## src/rtl/vending_pkg.sv

```systemverilog
// Shared types and display constants for the multi-slot vending controller.
package vending_pkg;

    typedef enum logic [2:0] {
        IDLE  = 3'd0,
        VEND  = 3'd1,
        PAUSE = 3'd2,
        DONE  = 3'd3,
        FAULT = 3'd4
    } state_e;

    // Hex digit to segments, bit order gfedcba; element [15] is listed first.
    localparam logic [15:0][6:0] HEX_SEG = {
        7'h71, 7'h79, 7'h5E, 7'h39, 7'h7C, 7'h77, 7'h6F, 7'h7F,
        7'h07, 7'h7D, 7'h6D, 7'h66, 7'h4F, 7'h5B, 7'h06, 7'h3F
    };

    localparam logic [6:0] SEG_DASH  = 7'b1000000;
    localparam logic [6:0] SEG_FAULT = 7'b1001001;

    function automatic int max3(input int a, input int b, input int c);
        int m;
        m = (a > b) ? a : b;
        return (m > c) ? m : c;
    endfunction

endpackage

```

## src/rtl/vending_ctrl_multi_if.sv

```systemverilog
// Pin-side bundle of the vending controller: keypad, drop sensors, relays and status.
interface vending_ctrl_multi_if #(
    parameter int COLS  = 3,
    parameter int ROWS  = 3,
    parameter int NSENS = 2
);
    logic [COLS-1:0]      coluna_in;
    logic [ROWS-1:0]      linha_in;
    logic [NSENS-1:0]     sensor_in;
    logic [COLS*ROWS-1:0] rele_out;
    logic [6:0]           seg_out;
    logic                 busy_out;
    logic                 fault_out;

    modport master (
        output coluna_in, linha_in, sensor_in,
        input  rele_out, seg_out, busy_out, fault_out
    );

    modport slave (
        input  coluna_in, linha_in, sensor_in,
        output rele_out, seg_out, busy_out, fault_out
    );
endinterface

```

## src/rtl/vending_keydec.sv

```systemverilog
// Keypad decoder: one-hot column/row to slot index, with a consecutive-sample debouncer.
module vending_keydec
    import vending_pkg::*;
#(
    parameter int COLS         = 3,
    parameter int ROWS         = 3,
    parameter int DEBOUNCE_CYC = 16
) (
    input  logic            clk_i,
    input  logic            rst_i,
    input  logic            en_i,
    input  logic            sens_ok_i,
    input  logic [COLS-1:0] col_i,
    input  logic [ROWS-1:0] row_i,
    output logic [3:0]      slot_o,
    output logic            accept_o
);
    localparam int DB_W = $clog2(DEBOUNCE_CYC) + 1;

    logic            valid;
    logic [3:0]      col_idx;
    logic [3:0]      row_idx;
    logic [3:0]      slot;
    logic [3:0]      last_q, last_d;
    logic [DB_W-1:0] cnt_q, cnt_d;

    // Slot arithmetic is modulo 16; COLS*ROWS <= 16 keeps it exact.
    always_comb begin
        col_idx = '0;
        row_idx = '0;
        for (int i = 0; i < COLS; i++) begin
            if (col_i[i]) col_idx = 4'(i);
        end
        for (int j = 0; j < ROWS; j++) begin
            if (row_i[j]) row_idx = 4'(j);
        end
        valid = $onehot(col_i) && $onehot(row_i);
        slot  = row_idx * 4'(COLS) + col_idx;
    end

    always_comb begin
        last_d = valid ? slot : last_q;
        cnt_d  = '0;
        if (en_i && valid && sens_ok_i) begin
            if (cnt_q != '0 && slot == last_q) begin
                cnt_d = (cnt_q == '1) ? cnt_q : cnt_q + 1'b1;
            end else begin
                cnt_d = {{(DB_W-1){1'b0}}, 1'b1};
            end
        end
    end

    always_ff @(posedge clk_i) begin
        if (rst_i) begin
            cnt_q  <= '0;
            last_q <= '0;
        end else begin
            cnt_q  <= cnt_d;
            last_q <= last_d;
        end
    end

    assign slot_o   = slot;
    assign accept_o = (cnt_d == DB_W'(DEBOUNCE_CYC));

endmodule

```

## src/rtl/vending_ctrl_multi.sv

```systemverilog
// Multi-slot vending controller: debounced selection, timed relay attempts with retry,
// filtered drop confirmation, latched fault and 7-segment status.
module vending_ctrl_multi
    import vending_pkg::*;
#(
    parameter int COLS         = 3,
    parameter int ROWS         = 3,
    parameter int NSENS        = 2,
    parameter int DEBOUNCE_CYC = 16,
    parameter int SENSOR_FILT  = 4,
    parameter int VEND_TIMEOUT = 3000,
    parameter int PAUSE_CYC    = 500,
    parameter int MAX_RETRY    = 2,
    parameter int DONE_CYC     = 100
) (
    input  logic                 clock_in,
    input  logic                 reset_in,
    vending_ctrl_multi_if.slave  bus
);
    localparam int NSLOT  = COLS * ROWS;
    localparam int CYC_W  = $clog2(max3(VEND_TIMEOUT, PAUSE_CYC, DONE_CYC)) + 1;
    localparam int FILT_W = $clog2(SENSOR_FILT) + 1;
    localparam int ATT_W  = $clog2(MAX_RETRY) + 1;

    state_e             state_q, state_d;
    logic [3:0]         slot_q, slot_d;
    logic [ATT_W-1:0]   att_q, att_d;
    logic [CYC_W-1:0]   cyc_q, cyc_d, cyc_inc;
    logic [FILT_W-1:0]  filt_q, filt_d, filt_inc;
    logic [NSLOT-1:0]   rele_q, rele_d;
    logic [6:0]         seg_q, seg_d;
    logic               busy_q, busy_d;
    logic               fault_q, fault_d;

    logic               key_accept;
    logic [3:0]         key_slot;
    logic               sens_ok;
    logic               keys_clear;
    logic               in_vend_or_pause;
    logic               drop;

    assign sens_ok          = &bus.sensor_in;
    assign keys_clear       = (bus.coluna_in == '0) && (bus.linha_in == '0);
    assign in_vend_or_pause = (state_q == VEND) || (state_q == PAUSE);

    vending_keydec #(
        .COLS         (COLS),
        .ROWS         (ROWS),
        .DEBOUNCE_CYC (DEBOUNCE_CYC)
    ) u_keydec (
        .clk_i     (clock_in),
        .rst_i     (reset_in),
        .en_i      (state_q == IDLE),
        .sens_ok_i (sens_ok),
        .col_i     (bus.coluna_in),
        .row_i     (bus.linha_in),
        .slot_o    (key_slot),
        .accept_o  (key_accept)
    );

    always_comb begin
        cyc_inc  = (cyc_q == '1) ? cyc_q : cyc_q + 1'b1;
        filt_inc = (filt_q == '1) ? filt_q : filt_q + 1'b1;
        drop     = in_vend_or_pause && !sens_ok && (filt_inc >= FILT_W'(SENSOR_FILT));
    end

    // Next state; a confirmed drop is checked before any timer expiry.
    always_comb begin
        state_d = state_q;
        slot_d  = slot_q;
        att_d   = att_q;
        cyc_d   = '0;
        filt_d  = (in_vend_or_pause && !sens_ok) ? filt_inc : '0;

        unique case (state_q)
            IDLE: begin
                if (key_accept) begin
                    state_d = VEND;
                    slot_d  = key_slot;
                    att_d   = '0;
                end
            end
            VEND: begin
                cyc_d = cyc_inc;
                if (drop) begin
                    state_d = DONE;
                    cyc_d   = '0;
                end else if (cyc_inc >= CYC_W'(VEND_TIMEOUT)) begin
                    cyc_d = '0;
                    if (att_q < ATT_W'(MAX_RETRY)) begin
                        state_d = PAUSE;
                        att_d   = att_q + 1'b1;
                    end else begin
                        state_d = FAULT;
                    end
                end
            end
            PAUSE: begin
                cyc_d = cyc_inc;
                if (drop) begin
                    state_d = DONE;
                    cyc_d   = '0;
                end else if (cyc_inc >= CYC_W'(PAUSE_CYC)) begin
                    state_d = VEND;
                    cyc_d   = '0;
                    filt_d  = '0;
                end
            end
            DONE: begin
                cyc_d = cyc_inc;
                if (cyc_inc >= CYC_W'(DONE_CYC) && keys_clear && sens_ok) begin
                    state_d = IDLE;
                    cyc_d   = '0;
                end
            end
            FAULT: begin
                state_d = FAULT;
            end
            default: begin
                state_d = IDLE;
            end
        endcase
    end

    // Outputs are derived from the next state so they change on the same edge.
    always_comb begin
        rele_d  = '0;
        seg_d   = SEG_DASH;
        busy_d  = 1'b0;
        fault_d = 1'b0;
        case (state_d)
            VEND: begin
                rele_d = {{(NSLOT-1){1'b0}}, 1'b1} << slot_d;
                seg_d  = HEX_SEG[slot_d];
                busy_d = 1'b1;
            end
            PAUSE, DONE: begin
                seg_d  = HEX_SEG[slot_d];
                busy_d = 1'b1;
            end
            FAULT: begin
                seg_d   = SEG_FAULT;
                fault_d = 1'b1;
            end
            default: begin
                seg_d = SEG_DASH;
            end
        endcase
    end

    always_ff @(posedge clock_in) begin
        if (reset_in) begin
            state_q <= IDLE;
            slot_q  <= '0;
            att_q   <= '0;
            cyc_q   <= '0;
            filt_q  <= '0;
            rele_q  <= '0;
            seg_q   <= SEG_DASH;
            busy_q  <= 1'b0;
            fault_q <= 1'b0;
        end else begin
            state_q <= state_d;
            slot_q  <= slot_d;
            att_q   <= att_d;
            cyc_q   <= cyc_d;
            filt_q  <= filt_d;
            rele_q  <= rele_d;
            seg_q   <= seg_d;
            busy_q  <= busy_d;
            fault_q <= fault_d;
        end
    end

    assign bus.rele_out  = rele_q;
    assign bus.seg_out   = seg_q;
    assign bus.busy_out  = busy_q;
    assign bus.fault_out = fault_q;

endmodule

```

## src/flat_wrapper.sv

```systemverilog
// flat-port wrapper written by rule: the top's interface ports become plain ports
module vending_ctrl_multi_flat import vending_pkg::*;
#(
    parameter int COLS         = 3,
    parameter int ROWS         = 3,
    parameter int NSENS        = 2,
    parameter int DEBOUNCE_CYC = 16,
    parameter int SENSOR_FILT  = 4,
    parameter int VEND_TIMEOUT = 3000,
    parameter int PAUSE_CYC    = 500,
    parameter int MAX_RETRY    = 2,
    parameter int DONE_CYC     = 100
)
  (clock_in, reset_in, bus_coluna_in, bus_linha_in, bus_sensor_in, bus_rele_out, bus_seg_out, bus_busy_out, bus_fault_out);
  vending_ctrl_multi_if #(.COLS(COLS), .ROWS(ROWS), .NSENS(NSENS)) bus_i ();
  input  logic clock_in;
  input  logic reset_in;
  input wire logic [$bits(bus_i.coluna_in)-1:0] bus_coluna_in;
  input wire logic [$bits(bus_i.linha_in)-1:0] bus_linha_in;
  input wire logic [$bits(bus_i.sensor_in)-1:0] bus_sensor_in;
  output wire logic [$bits(bus_i.rele_out)-1:0] bus_rele_out;
  output wire logic [$bits(bus_i.seg_out)-1:0] bus_seg_out;
  output wire logic [$bits(bus_i.busy_out)-1:0] bus_busy_out;
  output wire logic [$bits(bus_i.fault_out)-1:0] bus_fault_out;
  assign bus_i.coluna_in = bus_coluna_in;
  assign bus_i.linha_in = bus_linha_in;
  assign bus_i.sensor_in = bus_sensor_in;
  assign bus_rele_out = bus_i.rele_out;
  assign bus_seg_out = bus_i.seg_out;
  assign bus_busy_out = bus_i.busy_out;
  assign bus_fault_out = bus_i.fault_out;
  vending_ctrl_multi #(.COLS(COLS), .ROWS(ROWS), .NSENS(NSENS), .DEBOUNCE_CYC(DEBOUNCE_CYC), .SENSOR_FILT(SENSOR_FILT), .VEND_TIMEOUT(VEND_TIMEOUT), .PAUSE_CYC(PAUSE_CYC), .MAX_RETRY(MAX_RETRY), .DONE_CYC(DONE_CYC)) u_core (.clock_in(clock_in), .reset_in(reset_in), .bus(bus_i));
endmodule
```

## config.mk

```make
export PLATFORM = sky130hd
export DESIGN_NAME = vending_ctrl_multi_flat
export DESIGN_NICKNAME = d
export VERILOG_FILES = /design/src/rtl/vending_pkg.sv /design/src/rtl/vending_ctrl_multi_if.sv /design/src/rtl/vending_keydec.sv /design/src/rtl/vending_ctrl_multi.sv /design/src/flat_wrapper.sv
export SDC_FILE = /design/constraint.sdc
export NUM_CORES = 1
export LEC_CHECK = 0
export ABC_AREA = 1
export BUFFER_PORTS_ARGS = -buffer_cell sky130_fd_sc_hd__buf_2
export CAP_MARGIN = 20
export CORE_MARGIN = 4
export CORE_UTILIZATION = 59
export DETAILED_ROUTE_END_ITERATION = 12
export HOLD_SLACK_MARGIN = 0.1
export PLACE_DENSITY = 0.79
export SETUP_SLACK_MARGIN = 0.5
export SYNTH_ARGS = -nofsm -noshare
export SYNTH_HDL_FRONTEND = slang
export SYNTH_SLANG_ARGS = --single-unit
```

## constraint.sdc

```tcl
create_clock -name clock_in -period 3.7 [get_ports clock_in]
set_input_delay 0.74 -clock clock_in [delete_from_list [all_inputs] [get_ports clock_in]]
set_output_delay 0.74 -clock clock_in [all_outputs]
set_load 0.05 [all_outputs]
```

# Word-level counts from Yosys, hierarchy flattened
# Memories as Yosys holds them, arrays and structs flattened.
# Index checks and enable logic that the tools add are counted.
[totals]
ff_bits = 52
mem_bits_ro = 112
inputBits = 10
output_inout_bits = 18
wordCells = 107
n_memories = 1
[mem_list]
columns = ["memory", "words", "word_bits", "read_ports", "rd_ports_with_merged_regs", "wr", "line_no", "rtl"]
rows = [
  ["(name not given)", 16, 7, 1, 0, 0, "vending_ctrl_multi.sv:134", "seg_d = HEX_SEG[slot_d];"],
]
[op_classes]
add_sub_neg = 9
multipliers = 1
magnitude_cmp = 6
n_eq_ne = 19
shifts = 1
mux = 38
bitwise = 1
reduce_logical = 20
[ops]
columns = ["op", "n"]
rows = [
  ["two-way mux 13 bit", 6],
  ["case mux 13 bit (3 select lines)", 1],
  ["two-way mux 3 bit", 12],
  ["two-way mux 4 bit", 4],
  ["two-way mux 5 bit", 3],
  ["case mux 3 bit (5 select lines)", 1],
  ["case mux 7 bit (2 select lines)", 1],
  ["adder 13 x 1 -> 13 bit, second input constant", 1],
  ["== test 13 bit, second input constant", 1],
  ["greater-or-equal comparator 13 x 12 -> 1 bit, second input constant", 1],
  ["greater-or-equal comparator 13 x 7 -> 1 bit, second input constant", 1],
  ["greater-or-equal comparator 13 x 9 -> 1 bit, second input constant", 1],
  ["== test 3 x 2 -> 1 bit, second input constant", 4],
  ["== test 5 bit, second input constant", 2],
  ["== test 3 bit, second input constant", 3],
  ["logical AND 1 bit", 9],
  ["zero test 3 bit", 3],
  ["left shift 1 x 4 -> 9 bit, first input constant", 1],
  ["two-way mux 2 bit", 4],
  ["two-way mux 7 bit", 1],
  ["== test 3 x 1 -> 1 bit, second input constant", 2],
  ["inequality test 2 bit, second input constant", 3],
  ["adder 5 x 1 -> 5 bit, second input constant", 1],
  ["< comparator 4 x 5 -> 1 bit, second input constant", 1],
  ["22 further kinds", 28],
]

# Logic depth before layout (Yosys ltp)
[logic_depth]
word_depth = 14
mapped_depth = 26
depth_no_buf = 26

# Hierarchy
# A second synthesis with hierarchy kept.
[unflattened]
hier_cells = 434
area_unflattened_um2 = 2974.1
[modules_own_cells]
columns = ["module", "n_inst", "cells_per_inst", "area_each_um2", "seq_area_each_um2"]
rows = [
  ["vending_ctrl_multi", 1, 327, 2252.2, 860.8],
  ["vending_keydec", 1, 107, 721.9, 180.2],
]

# Worst setup path before layout
# OpenSTA, ideal clock, no wires.
[synth_timing]
path_kind = "input -> register"
startpoint = "input port bus_linha_in[1]"
endpoint = "register u_core.seg_q[0], in the netlist u_core.bus.seg_out[0]"
setup_ps = 59
t_arrival_ps = 3303
required_time_ps = 3641
path_slack_ps = 338
cell_stages = 20
n_path_buf = 0
cell_sequence = "inv_1 > nand2_1 > ha_1 > ha_1 > xnor2_1 > o21ai_0 > nor2_1 > nand3_1 > nor3_4 > nand2_2 > o21ai_1 > inv_1 > ha_1 > inv_1 > nand3_1 > nand2_1 > nor2_1 > nor2_1 > nand2_1 > nand2_1"
[synth_between]
elab_chain_len = 14
word_cells_on_any_way = 32
classes_between = "add/sub: 3; mul: 1; eq/ne: 7; mux: 11; reduce/logical: 9; memory: 1"
[synth_rtl]
columns = ["element", "line_no", "rtl"]
rows = [
  ["start, declared", "flat_wrapper.sv:19", "input wire logic [$bits(bus_i.linha_in)-1:0] bus_linha_in;"],
  ["two-way mux 1 bit *", "vending_keydec.sv:35", "if (row_i[j]) row_idx = 4'(j);"],
  ["two-way mux 4 bit *", "vending_keydec.sv:35", ""],
  ["multiplier 4 x 2 -> 4 bit *", "vending_keydec.sv:38", "slot = row_idx * 4'(COLS) + col_idx;"],
  ["adder 4 bit *", "vending_keydec.sv:38", ""],
  ["net u_core.key_slot[1]", "vending_ctrl_multi.sv:36", "logic [3:0] key_slot;"],
  ["== test 4 bit", "vending_keydec.sv:45", "if (cnt_q != '0 && slot == last_q) begin"],
  ["logical AND 1 bit", "vending_keydec.sv:45", ""],
  ["two-way mux 5 bit", "vending_keydec.sv:45", ""],
  ["two-way mux 5 bit", "vending_keydec.sv:44", "if (en_i && valid && sens_ok_i) begin"],
  ["== test 5 bit", "vending_keydec.sv:64", "assign accept_o = (cnt_d == DB_W'(DEBOUNCE_CYC));"],
  ["two-way mux 4 bit *", "vending_ctrl_multi.sv:77", "if (key_accept) begin"],
  ["two-way mux 4 bit *", "vending_ctrl_multi.sv:75", "unique case (state_q)"],
  ["net u_core.slot_d[1]", "vending_ctrl_multi.sv:26", "logic [3:0] slot_q, slot_d;"],
  ["memory (16 x 7 bit) *", "--", ""],
  ["two-way mux 7 bit (not written as such) *", "vending_ctrl_multi.sv:134", ""],
  ["case mux 7 bit (2 select lines) *", "vending_ctrl_multi.sv:131", "case (state_d)"],
  ["end signal, assigned", "vending_ctrl_multi.sv:169", "seg_q <= seg_d;"],
  ["end, declared", "vending_ctrl_multi.sv:31", "logic [6:0] seg_q, seg_d;"],
]
# Mark *: on every way through the listed nets, which the timed path passes. The rest lies on a longest branch. The select of a mux whose other input is x is not followed.
# A chain may end at the register's enable or synchronous reset.

# Worst setup path after layout
[layout_timing]
startpoint = "input port bus_linha_in[2]"
endpoint = "register u_core.seg_q[6], in the netlist u_core.bus.seg_out[6]"
[layout_between]
elab_chain_len = 13
word_cells_on_any_way = 30
classes_between = "add/sub: 2; mul: 1; eq/ne: 7; mux: 10; reduce/logical: 9; memory: 1"
[layout_rtl]
columns = ["element", "line_no"]
rows = [
  ["two-way mux 4 bit", "vending_keydec.sv:35"],
  ["multiplier 4 x 2 -> 4 bit", "vending_keydec.sv:38"],
  ["adder 4 bit", "vending_keydec.sv:38"],
  ["net u_core.key_slot[1]", "vending_ctrl_multi.sv:36"],
  ["== test 4 bit", "vending_keydec.sv:45"],
  ["logical AND 1 bit", "vending_keydec.sv:45"],
  ["two-way mux 5 bit", "vending_keydec.sv:45"],
  ["two-way mux 5 bit", "vending_keydec.sv:44"],
  ["== test 5 bit", "vending_keydec.sv:64"],
  ["two-way mux 4 bit", "vending_ctrl_multi.sv:77"],
  ["two-way mux 4 bit", "vending_ctrl_multi.sv:75"],
  ["net u_core.slot_d[0]", "vending_ctrl_multi.sv:26"],
  ["memory (16 x 7 bit)", "--"],
  ["two-way mux 7 bit (not written as such)", "vending_ctrl_multi.sv:134"],
  ["case mux 7 bit (2 select lines)", "vending_ctrl_multi.sv:131"],
]
# The timed path passes the listed nets, and every way through them passes these cells. The select of a mux whose other input is x is not followed.

==> impl_metrics.yaml <==
run_status:
  run_status: "complete, no violations"
global_route:
  antenna_found_initial: 0
  grt_usage: 0.214
  grt_max_degree: 23
  vias_in_the_first_global_route: 2553
  gr_ovfl_total: 0
  grt_pass1_wl_um: 10800
timing:
  skew_ps: 7.90
  setup_slack_ps: 583
  slew_headroom: 0.678
  setup_viol_count_final: 0
  hold_violations: 0
  setup-tns-final_ps: 0
  min_period_ps: 3120
  layout_worst_path_cycle_share: 0.843
  timing_worst_slew_pin_value_ps: 478
  finalHoldWorstSlack_ps: 483
  fmax_mhz: 321
  number_of_max_slew_violations_in_the_final_report: 0
  rsz0062_at_grt: "no"
cts:
  cts_h_tree_depth: 2
  cts_num_sinks: 52
  clock-root-buffer: "sky130_fd_sc_hd__clkbuf_8"
  tritoncts_clock_tree: "built"
  clk_latency_ps: 310
  max-clock-path-buffers: 2
  postCtsHoldBufs: 0
  clk_pin_slew_ps: 90
  cts-buffers-inserted: 5
route:
  vias_per_cell: 5.15
  first_iter_violations: 153
  num_vias: 2752
  highest_routed_layer: "met4"
  drt_drc_violations_left: 0
  detailroute.wirelength.met2_um: 3220
  drtAntennaViolNets: 0
  drtPass1Iterations: 5
  met3RoutedLength_um: 259
  routed_wire_length_per_instance_um: 12.2
  total_detailed_routing_wirelength_um: 6500
  met1_length_um: 2910
layout:
  drive_gt1_frac: 0.242
  layout.cells.most_common_list: "sky130_fd_sc_hd__nand2_1 (101), sky130_fd_sc_hd__nor2_1 (54), sky130_fd_sc_hd__dfxtp_1 (52)"
  layout.nets: 489
  fill_cells: 374
  number_of_diodes_added_for_antenna_fixing: 0
  layout_commonest_cell: "sky130_fd_sc_hd__nand2_1"
  multiInputGateArea_sq_mm: 0.00174
  syn2layout_area_growth_pct: 17.4
  finish.cell_count_without_fillers: 534
  sequential_cell_area_sq_mm: 0.00104
die:
  fp.dieH_um: 78.5
  dieArea_sq_mm: 0.00616
  core_region_area_sq_mm: 0.00475
  floorplan.initialDensity: 0.616
  floorplan.rows: 25
  overall_die_width_um: 78.5
  floorplan.io_pins: 28
flow_run:
  timing.max_cap.violations: 0
placed_design:
  post-place-cells: 514
  pre_cts_ws_ps: 131
  place.port_buffers: 27
  gp_congestion: 0.917
  hpwl_um: 4810
synthesis:
  netlist_cell_types: 31
  synth_seq_cells: 52
  post_synth_inst_count: 424
  postSynthNetCount: 447
  yosys_warnings: 0
  post_synthesis_sequential_area_ratio: 0.355
  synthesis.area_sq_mm: 0.00293
  syn-mean-instance-area_sq_um: 6.91
critical_path:
  worst_path_largest_cell_delay_ps: 280
  worst_path_most_repeated_cell: "sky130_fd_sc_hd__nand2_1"
  critical_path.max_fanout: 7
  worst-r2r-setup-slack_ps: 1000
  worstSetupPathType: "input port to flop"
  worst_ep_required_time_ps: 3900
  combined_buffer_and_inverter_count_along_the_critical_path: 2
  crit_path_from: "bus_linha_in[2]"
  critical_path_arrival_ps: 3320
  critical_path.reg2reg.startpoint: "u_core.cyc_q[0]$_SDFF_PP0_"
  end_kind: "flop"
  critical-path-slowest-cell: "sky130_fd_sc_hd__ha_1"
  critPathTopFamily: "simple AND/OR/NAND/NOR gates"
  crit_chain: "buf_2 -> inv_2 -> nand2_2 -> ha_4 -> ha_4 -> xnor2_1 -> o21ai_1 -> nor2_2 -> nand3_2 -> nor3_4 -> nand2_4 -> o21ai_4 -> ha_1 -> nand2_1 -> o21ai_0 -> nand2_1 -> o21ai_0 -> nand2_1"
  critical_path.startpoint_type: "input port"
min_path:
  worst_hold_startpoint: "u_core.u_keydec.last_q[0]$_SDFFE_PP0N_"
  worstHoldPathType: "flop to flop"
pwr:
  cellPowerDensity_mw_per_mm2: 293
  finalPower_uw: 1010
  max-vdd-ir-drop_mv: 0.238
  lkg_pwr_uw: 0.00157
cells in the mapped netlist:
cell type,instances,area share
sky130_fd_sc_hd__nand2_1,104,0.13
sky130_fd_sc_hd__nor2_1,55,0.070
sky130_fd_sc_hd__inv_1,54,0.069
sky130_fd_sc_hd__dfxtp_1,52,0.36
sky130_fd_sc_hd__nand3_1,41,0.070
sky130_fd_sc_hd__o21ai_0,18,0.031
sky130_fd_sc_hd__a21oi_1,11,0.019
sky130_fd_sc_hd__ha_1,11,0.047
sky130_fd_sc_hd__nor2_2,10,0.021
sky130_fd_sc_hd__nand4_1,9,0.019
sky130_fd_sc_hd__nand2_2,8,0.017
sky130_fd_sc_hd__inv_2,7,0.0090
sky130_fd_sc_hd__a21oi_2,6,0.018
sky130_fd_sc_hd__nand3_2,5,0.017
sky130_fd_sc_hd__buf_6,4,0.015
sky130_fd_sc_hd__nor3_1,4,0.0068
sky130_fd_sc_hd__o21ai_1,4,0.0068
sky130_fd_sc_hd__xnor2_1,3,0.0090
sky130_fd_sc_hd__fa_1,2,0.014
sky130_fd_sc_hd__nand3b_1,2,0.0051
sky130_fd_sc_hd__nor2_4,2,0.0077
sky130_fd_sc_hd__nor3_2,2,0.0068
sky130_fd_sc_hd__o21bai_1,2,0.0051
sky130_fd_sc_hd__a21boi_1,1,0.0026
sky130_fd_sc_hd__clkbuf_1,1,0.0013
sky130_fd_sc_hd__mux2_2,1,0.0038
sky130_fd_sc_hd__mux2i_1,1,0.0034
sky130_fd_sc_hd__nand4_2,1,0.0043
sky130_fd_sc_hd__nor3_4,1,0.0056
sky130_fd_sc_hd__or2_4,1,0.0030
sky130_fd_sc_hd__xor2_1,1,0.0030
metrics by stage:
| stage | cell area (sq um) | util |
|---|---|---|
| after floorplan | 2990 | - |
| after global routing | 3440 | 0.723 |
| after CTS | 3290 | 0.691 |
| after global placement | 3170 | 0.666 |
| after detailed placement | 3170 | 0.666 |
| final | 3440 | 0.723 |
worst paths after layout:
check	cells past startpoint	to
max	18	u_core.bus.seg_out[6]$_SDFF_PP1_
min	2	u_core.u_keydec.last_q[0]$_SDFFE_PP0N_
max reg2reg	15	u_core.cyc_q[2]$_SDFF_PP0_
min reg2reg	2	u_core.u_keydec.last_q[0]$_SDFFE_PP0N_
routing by layer:
| layer | global-route usage | vias to the layer above |
|---|---|---|
| li1 | - | 1427 |
| met1 | 0.260 | 1250 |
| met2 | 0.384 | 61 |
| met3 | 0.0321 | 14 |
| met4 | 0.0717 | 0 |
| met5 | 0 | - |
final cells by class:
| class | count | share of cell area |
|---|---|---|
| Clock buffer | 5 | 0.0200 |
| Clock inverter | 3 | 0.0124 |
| Inverter | 61 | 0.0666 |
| Multi-Input combinational cell | 306 | 0.506 |
| Sequential cell | 52 | 0.303 |
| Tap cell | 67 | 0.0244 |
| Timing Repair Buffer | 40 | 0.0677 |
power breakdown:
part | internal [uW] | switching [uW]
combinational | 21.8 | 35.3
sequential | 562 | 1.48
clock | 200 | 186
logic make-up after synthesis:
kind of cell,Yosys count,share of synthesized area
simple gates,245,0.388
buf+inv,66,0.0948
flops,52,0.355
fa+ha+maj,13,0.0607
xor+xnor,4,0.0120
mux,2,0.00726
compound gates,42,0.0820
worst min-delay path, cell delays in order, from the launching register on:
cell and delay [ps]:
sky130_fd_sc_hd__dfxtp_1 320, sky130_fd_sc_hd__inv_1 70, sky130_fd_sc_hd__a21oi_1 60
registers in the layout (all words and copies together), names as in the netlist:
signal / cells
u_core.bus.busy_out: 1
u_core.u_keydec.last_q: 4
u_core.cyc_q: 13
u_core.bus.rele_out: 9
u_core.att_q: 2
u_core.u_keydec.cnt_q: 5
u_core.bus.seg_out: 7
u_core.bus.fault_out: 1
u_core.state_q: 3
u_core.filt_q: 3
u_core.slot_q: 4
repair_timing:
| action | in CTS | in global routing |
|---|---|---|
| setup endpoints to repair | 2 | 5 |
| buffers inserted | 1 | 11 |
| pin swaps | 2 | 8 |
| gates resized for setup | 0 | 16 |
| cloned | 0 | 0 |
No activity file was read; power rests on OpenSTA's default activity.
